## src/rtl/rx_pkt_fifo_if.sv

```systemverilog
// rx_pkt_fifo_if: descriptor push/pop and error-counter bundle for rx_pkt_fifo
interface rx_pkt_fifo_if #(
  parameter int DEPTH = 8,
  parameter int ERR_CNT_WIDTH = 8
);
  logic                       push;
  logic [6:0]                 push_metadata;
  logic                       crc_error;
  logic                       overflow;
  logic                       pop;
  logic                       pop_valid;
  logic [6:0]                 pop_metadata;
  logic [$clog2(DEPTH+1)-1:0] count;
  logic [ERR_CNT_WIDTH-1:0]   crc_err_count;
  logic [ERR_CNT_WIDTH-1:0]   drop_count;
  logic                       clear_counts;
  modport master (
    output push, push_metadata, crc_error, pop, clear_counts,
    input  overflow, pop_valid, pop_metadata, count, crc_err_count, drop_count
  );
  modport slave (
    input  push, push_metadata, crc_error, pop, clear_counts,
    output overflow, pop_valid, pop_metadata, count, crc_err_count, drop_count
  );
endinterface

```

## src/rtl/rx_pkt_fifo.sv

```systemverilog
// rx_pkt_fifo: first-word fall-through rx descriptor queue with saturating crc/drop counters
module rx_pkt_fifo #(
  parameter int DEPTH = 8,
  parameter int ERR_CNT_WIDTH = 8
) (
  input logic clk,
  input logic n_rst,
  rx_pkt_fifo_if.slave bus
);
  localparam int AW = $clog2(DEPTH);
  localparam int CW = $clog2(DEPTH + 1);
  logic [6:0]               mem_q [DEPTH];
  logic [AW-1:0]            wr_ptr_q, wr_ptr_d, rd_ptr_q, rd_ptr_d;
  logic [CW-1:0]            count_q, count_d;
  logic                     full_q, full_d, valid_q, valid_d;
  logic [ERR_CNT_WIDTH-1:0] crc_q, crc_d, drop_q, drop_d;
  logic                     push_ok, pop_ok, drop;
  always_comb begin
    push_ok  = bus.push && (!full_q || bus.pop);
    pop_ok   = bus.pop && valid_q;
    drop     = bus.push && full_q && !bus.pop;
    wr_ptr_d = wr_ptr_q + AW'(push_ok);
    rd_ptr_d = rd_ptr_q + AW'(pop_ok);
    count_d  = count_q + CW'(push_ok) - CW'(pop_ok);
    full_d   = count_d == CW'(DEPTH);
    valid_d  = count_d != '0;
    crc_d    = bus.clear_counts ? '0 : (bus.crc_error && !(&crc_q)) ? crc_q + 1'b1 : crc_q;
    drop_d   = bus.clear_counts ? '0 : (drop && !(&drop_q)) ? drop_q + 1'b1 : drop_q;
  end
  always_ff @(posedge clk or negedge n_rst) begin
    if (!n_rst) begin
      wr_ptr_q <= '0;
      rd_ptr_q <= '0;
      count_q  <= '0;
      full_q   <= 1'b0;
      valid_q  <= 1'b0;
      crc_q    <= '0;
      drop_q   <= '0;
    end else begin
      wr_ptr_q <= wr_ptr_d;
      rd_ptr_q <= rd_ptr_d;
      count_q  <= count_d;
      full_q   <= full_d;
      valid_q  <= valid_d;
      crc_q    <= crc_d;
      drop_q   <= drop_d;
    end
  end
  always_ff @(posedge clk) begin
    if (push_ok) mem_q[wr_ptr_q] <= bus.push_metadata;
  end
  assign bus.overflow      = full_q;
  assign bus.pop_valid     = valid_q;
  assign bus.pop_metadata  = mem_q[rd_ptr_q];
  assign bus.count         = count_q;
  assign bus.crc_err_count = crc_q;
  assign bus.drop_count    = drop_q;
endmodule

```

## src/flat_wrapper.sv

```systemverilog
// flat-port wrapper written by rule: the top's interface ports become plain ports
module rx_pkt_fifo_flat 
#(
  parameter int DEPTH = 8,
  parameter int ERR_CNT_WIDTH = 8
)
  (clk, n_rst, bus_push, bus_push_metadata, bus_crc_error, bus_pop, bus_clear_counts, bus_overflow, bus_pop_valid, bus_pop_metadata, bus_count, bus_crc_err_count, bus_drop_count);
  rx_pkt_fifo_if #(.DEPTH(DEPTH), .ERR_CNT_WIDTH(ERR_CNT_WIDTH)) bus_i ();
  input logic clk;
  input logic n_rst;
  input wire logic [$bits(bus_i.push)-1:0] bus_push;
  input wire logic [$bits(bus_i.push_metadata)-1:0] bus_push_metadata;
  input wire logic [$bits(bus_i.crc_error)-1:0] bus_crc_error;
  input wire logic [$bits(bus_i.pop)-1:0] bus_pop;
  input wire logic [$bits(bus_i.clear_counts)-1:0] bus_clear_counts;
  output wire logic [$bits(bus_i.overflow)-1:0] bus_overflow;
  output wire logic [$bits(bus_i.pop_valid)-1:0] bus_pop_valid;
  output wire logic [$bits(bus_i.pop_metadata)-1:0] bus_pop_metadata;
  output wire logic [$bits(bus_i.count)-1:0] bus_count;
  output wire logic [$bits(bus_i.crc_err_count)-1:0] bus_crc_err_count;
  output wire logic [$bits(bus_i.drop_count)-1:0] bus_drop_count;
  assign bus_i.push = bus_push;
  assign bus_i.push_metadata = bus_push_metadata;
  assign bus_i.crc_error = bus_crc_error;
  assign bus_i.pop = bus_pop;
  assign bus_i.clear_counts = bus_clear_counts;
  assign bus_overflow = bus_i.overflow;
  assign bus_pop_valid = bus_i.pop_valid;
  assign bus_pop_metadata = bus_i.pop_metadata;
  assign bus_count = bus_i.count;
  assign bus_crc_err_count = bus_i.crc_err_count;
  assign bus_drop_count = bus_i.drop_count;
  rx_pkt_fifo #(.DEPTH(DEPTH), .ERR_CNT_WIDTH(ERR_CNT_WIDTH)) u_core (.clk(clk), .n_rst(n_rst), .bus(bus_i));
endmodule
```

## config.mk

```make
export PLATFORM = sky130hd
export DESIGN_NAME = rx_pkt_fifo_flat
export DESIGN_NICKNAME = d
export VERILOG_FILES = /design/src/rtl/rx_pkt_fifo_if.sv /design/src/rtl/rx_pkt_fifo.sv /design/src/flat_wrapper.sv
export SDC_FILE = /design/constraint.sdc
export NUM_CORES = 1
export LEC_CHECK = 0
export CAP_MARGIN = 10
export CORE_MARGIN = 5
export CORE_UTILIZATION = 59
export DETAILED_ROUTE_END_ITERATION = 7
export PLACE_DENSITY = 0.94
export SLEW_MARGIN = 10
export SYNTH_ARGS = -nofsm -noshare
export SYNTH_HDL_FRONTEND = slang
export SYNTH_SLANG_ARGS = --single-unit
```

## constraint.sdc

```tcl
create_clock -name clk -period 4.88 [get_ports clk]
set_input_delay 1.22 -clock clk [delete_from_list [all_inputs] [get_ports clk]]
set_output_delay 1.22 -clock clk [all_outputs]
set_load 0.005 [all_outputs]
```

### Word-level counts from Yosys, hierarchy flattened

Memory sizes are Yosys's and may differ from the RTL's.
Cells that the tools add are included.

| storage, ports and cells | value |
|---|---|
| memory bits (writable) | 56 |
| memories kept | 1 |
| output and inout bits | 29 |
| bits in registers | 28 |
| input bits | 13 |
| logic and storage cells | 37 |

Memories:

| name | depth | width | read ports | clocked after Yosys merged registers in | wr ports | RTL line | RTL |
|---|---|---|---|---|---|---|---|
| u_core.mem_q | 8 | 7 | 1 | 0 | 1 | rx_pkt_fifo.sv:12 | `logic [6:0] mem_q [DEPTH];` |

| operators by class | value |
|---|---|
| equal/unequal tests | 1 |
| muxes and demuxes | 6 |
| reductions and logical operators | 16 |
| add/sub/neg operators | 6 |

Operators by type and width:

| operator | count |
|---|---|
| 8-bit 2-to-1 mux | 4 |
| 8-bit by 1-bit adder with 8-bit output (second input constant) | 2 |
| 8-bit AND reduction | 2 |
| 3-bit by 1-bit adder with 3-bit output | 2 |
| 1-bit logical AND | 6 |
| 4-bit by 1-bit adder with 4-bit output | 1 |
| 4-bit == test (second input constant) | 1 |
| 1-bit logical NOT | 4 |
| 2-bit nonzero test | 2 |
| 4-bit nonzero test | 1 |
| 4-bit by 1-bit subtractor with 4-bit output | 1 |
| 1-bit 2-to-1 mux | 2 |
| 1-bit logical OR | 1 |

### Logic depth before layout (Yosys ltp)

| depth | value |
|---|---|
| depth after elaboration | 6 |
| gate-level depth with buffers | 8 |

### Worst setup path before layout

No wires, ideal clock.

| timing path | value |
|---|---|
| path type | input to register |
| from | input port bus_pop |
| to | register u_core.valid_q, in the netlist u_core.bus.pop_valid |
| slack | 1.910 ns |
| cell stages on the path | 8 |
| data required time | 4.741 ns |
| path buffers | 0 |
| arrival | 2.831 ns |
| path through | nand2_1 -> or2_2 -> nand2_1 -> ha_1 -> inv_1 -> fa_1 -> inv_1 -> or4b_1 |

| on the way | value |
|---|---|
| word-level cells in the longest chain between the ends | 5 |

Ends and longest elaborated chain:

| item | RTL line | RTL |
|---|---|---|
| start: declaration | flat_wrapper.sv:14 | `input wire logic [$bits(bus_i.pop)-1:0] bus_pop;` |
| 1-bit logical OR | rx_pkt_fifo.sv:19 | `push_ok = bus.push && (!full_q \|\| bus.pop);` |
| 1-bit logical AND | rx_pkt_fifo.sv:19 |  |
| 4-bit by 1-bit adder with 4-bit output | rx_pkt_fifo.sv:24 | `count_d = count_q + CW'(push_ok) - CW'(pop_ok);` |
| 4-bit by 1-bit subtractor with 4-bit output * | rx_pkt_fifo.sv:24 |  |
| named net u_core.count_d[1] | rx_pkt_fifo.sv:14 | `logic [CW-1:0] count_q, count_d;` |
| 4-bit nonzero test * | rx_pkt_fifo.sv:26 | `valid_d = count_d != '0;` |
| named net u_core.valid_d | rx_pkt_fifo.sv:15 | `logic full_q, full_d, valid_q, valid_d;` |
| end signal: assignment | rx_pkt_fifo.sv:44 | `valid_q <= valid_d;` |
| end: declaration | rx_pkt_fifo.sv:15 |  |

The timed path passes the listed nets; every way through them passes the cells marked *.
A chain may end at the register's enable or synchronous reset.

### Final worst setup path

| timing path | value |
|---|---|
| from | register u_core.rd_ptr_q[0] |
| to | output port bus_pop_metadata[2] |

| on the way | value |
|---|---|
| word-level cells in the longest chain between the ends | 1 |

Ends and longest elaborated chain:

| item | RTL line | RTL |
|---|---|---|
| start: declaration | rx_pkt_fifo.sv:13 | `logic [AW-1:0] wr_ptr_q, wr_ptr_d, rd_ptr_q, rd_ptr_d;` |
| start signal: assignment | rx_pkt_fifo.sv:41 | `rd_ptr_q <= rd_ptr_d;` |
| memory read 8 x 7 bit | -- |  |
| end: declaration | flat_wrapper.sv:18 | `output wire logic [$bits(bus_i.pop_metadata)-1:0] bus_pop_metadata;` |

Every way passes these cells.

==> results.yml <==
yosys:
  synthArstFlopShare: 0.333
  synthCells: 221
  synth_top_area_frac: 0.475
  muxShareOfSynthArea: 0.117
  synth-adder-area-share: 0.0339
  synth_warnings: 0
  syn-cell-area_sq_um: 3540
  synth_compound_area_frac: 0.0410
  synth_area_per_cell_sq_um: 16.0
  synth_most_common_cell: "edfxtp_1"
  synthSimpleGateAreaFrac: 0.0879
  synthTopCellsByArea: "edfxtp_1, dfrtp_1, mux4_2"
  synth_seq_area_share: 0.672
  synth-xor-area-share: 0.0272
  synthDistinctLibCells: 39
  synthTopCellsByCount: "edfxtp_1, dfrtp_1, mux4_2, nor2_1, inv_1"
  synth_nets: 243
  synth.largest_area_cell: "edfxtp_1"
  synth_top_family_by_area: "multiplexers"
  ys.flop_type: "edfxtp_1"
  synth_seq_cells: 84
  synth_edf_count: 56
floorplanning:
  core_area_sq_um: 5890
  start_util: 0.602
  rows: 28
  die_h_um: 87.5
  die_x_um: 87.5
  io_pins: 42
  die-area_sq_um: 7660
run_status:
  status: "complete, no violations"
cts:
  clock_path_buffers: 2
  h-tree-depth: 3
  cts_num_sinks: 84
  cts_buffers: 9
  post_cts_resized: 0
  cts_tree: "built"
  cts_setup_buffers: 0
  ctsHoldBuffers: 0
  clk-insertion-delay-late_ns: 0.35
  clk_pin_slew_worst_paths_ns: 0.08
  clockRootBuffer: "clkbuf_8"
detailed_routing:
  vias: 2027
  ant_nets: 0
  vias_per_cell: 5.82
  drt-initial-drc-count: 120
  drcViolationCount: 0
  wl_mm: 6.56
  wl_per_cell_um: 18.9
  firstDrtPassIters: 4
worst_setup_path:
  slowest_stage: "dfrtp_1"
  arrival_ns: 2.67
  reg2regPathDepth: 6
  r2r-end: "u_core.bus.pop_valid$_DFF_PN0_"
  cp_data_required_time_ns: 3.66
  cp-start-kind: "flop"
  crit_buf_inv: 1
  path_class: "reg2out"
  max_stage_delay_ns: 0.97
  crit_chain: "mux4_2 > mux2_2 > clkdlybuf4s50_1"
  crit_family: "flip-flops"
  rrSetupSlack_ns: 2.56
  end_kind: "output port"
  worstPathMaxFanout: 16
  reg2reg_from: "u_core.bus.overflow$_DFF_PN0_"
sta:
  layout_min_cycle_time_ns: 3.89
  finalSetupViolCount: 0
  tightest_slew_ns: 0.986
  maxSlewHeadroom: 0.338
  hold_viol: 0
  slew_violations: 0
  fin_setup_tns_ns: 0
  finalClockSkew_ns: 0.00904
  fmax_ghz: 0.257
  timing.final.crit_share: 0.798
  rsz0062_at_grt: "no"
run:
  maxCapViolCount: 0
cells_and_area:
  fill_cells: 353
  drive_above_1_share: 0.154
  antenna-diode-count: 0
  utilization: 0.715
  area_delta_synth_final_pct: 18.8
  nets: 290
  seqCellArea_sq_um: 2380
  multiInputGateArea_sq_um: 1090
placed_design:
  hpwl_mm: 4.46
  gp_congestion: 0.764
  numPortBuffers: 41
pwr:
  swShare: 0.284
  intPower_mw: 1.49
  seqPwrFrac: 0.489
  powerDensity_nw_per_um2: 494
  p_sw_uw: 592
  power_frac_comb: 0.290
  p_leak_nw: 1.53
  clockPowerShare: 0.221
  max-vdd-ir-drop_v: 0.000348
hold_path:
  hold_end: "u_core.wr_ptr_q[0]$_DFF_PN0_"
  min_from: "u_core.wr_ptr_q[0]$_DFF_PN0_"
  min_path_cells: 1
  min_path_type: "reg2reg"
grt:
  grt_max_degree: 29
  grt_overflow: 0
  antenna_found_initial: 0
  grt_pass1_vias: 2028
  grt_pass1_wl_mm: 10.4
  track_usage: 0.189
power groups by stage:
stage               Clock [mW]  Combinational [mW]  Sequential [mW]
finish                   0.461               0.603             1.02
global route             0.503               0.655             1.03
CTS                      0.466               0.615             1.02
detailed placement           0               0.611             1.03
global placement             0               0.585             1.02
floorplan                    0               0.437            0.946
worst max path at each step:
stage / from / end / cells past startpoint
final: u_core.rd_ptr_q[0]$_DFF_PN0_ / bus_pop_metadata[2] / 3
after global routing: u_core.rd_ptr_q[0]$_DFF_PN0_ / bus_pop_metadata[2] / 3
after CTS: u_core.rd_ptr_q[0]$_DFF_PN0_ / bus_pop_metadata[0] / 3
after detailed placement: bus_pop / u_core.bus.pop_valid$_DFF_PN0_ / 8
after global placement: bus_push / u_core.bus.pop_valid$_DFF_PN0_ / 7
after floorplan: bus_pop / u_core.bus.pop_valid$_DFF_PN0_ / 8
routing by layer:
layer / vias up / routed length [um] / GRT usage
met3: 11 / 347 / 0.0662
met1: 1027 / 2670 / 0.232
met2: 54 / 3440 / 0.312
li1: 935 / - / -
met4: 0 / 108 / 0.0628
met5: - / 0 / 0
flip-flops by register name, summed over array words and instances (netlist names):
register and flops:
u_core.bus.count 4, u_core.bus.crc_err_count 8, u_core.mem_q 56, u_core.bus.drop_count 8, u_core.rd_ptr_q 3, u_core.bus.pop_valid 1, u_core.bus.overflow 1, u_core.wr_ptr_q 3
layout make-up:
cell class,count,share of cell area
Clock buffer,10,0.0303
Clock inverter,6,0.0131
Inverter,10,0.00892
Multi-Input combinational cell,120,0.258
Sequential cell,84,0.566
Tap cell,75,0.0223
Timing Repair Buffer,43,0.101
metrics by stage:
step                cell area, sq um  total power, mW  worst slack [ns]  hold slack [ns]  cells
detailed placement              4030             1.64              1.18            0.549    332
finish                          4210             2.08             0.988            0.573    348
CTS                             4210             2.10             0.932            0.571    348
global route                    4210             2.19             0.787            0.594    348
floorplan                       3540             1.38              1.91            0.492    221
global placement                4030             1.61              1.26            0.502    332
worst reg2reg max path, stage by stage, from the launching register on:
cell      delay [ns]
dfrtp_1         0.43
a21boi_0        0.44
ha_1            0.25
inv_1           0.06
fa_1            0.47
inv_1           0.06
or4b_1          0.49
layout by cell type, fill, tap and decap left out, drive strengths merged, types with 3 or more instances in the layout:
cell / instances
edfxtp: 56
clkdlybuf4s50: 41
dfrtp: 28
mux4: 14
nor2: 14
inv: 10
clkbuf: 10
nand2: 9
a21oi: 9
ha: 8
mux2: 7
xnor2: 6
nand3: 6
xor2: 5
o21ai: 5
o31ai: 4
or4: 4
clkinv: 4
nand2b: 3
nor3: 3
or3: 3
kinds of logic (layout without fill, tap and decap cells):
logic type / Yosys count / after routing
AO/OA/AOI/OAI: 23 / 23
XOR/XNOR: 11 / 11
adder cells (fa/ha/maj): 9 / 9
buffers and inverters: 17 / 69
flip-flops: 84 / 84
multiplexers: 23 / 23
AND/OR/NAND/NOR: 54 / 54
Note: power is estimated with default switching activity, not from simulation.
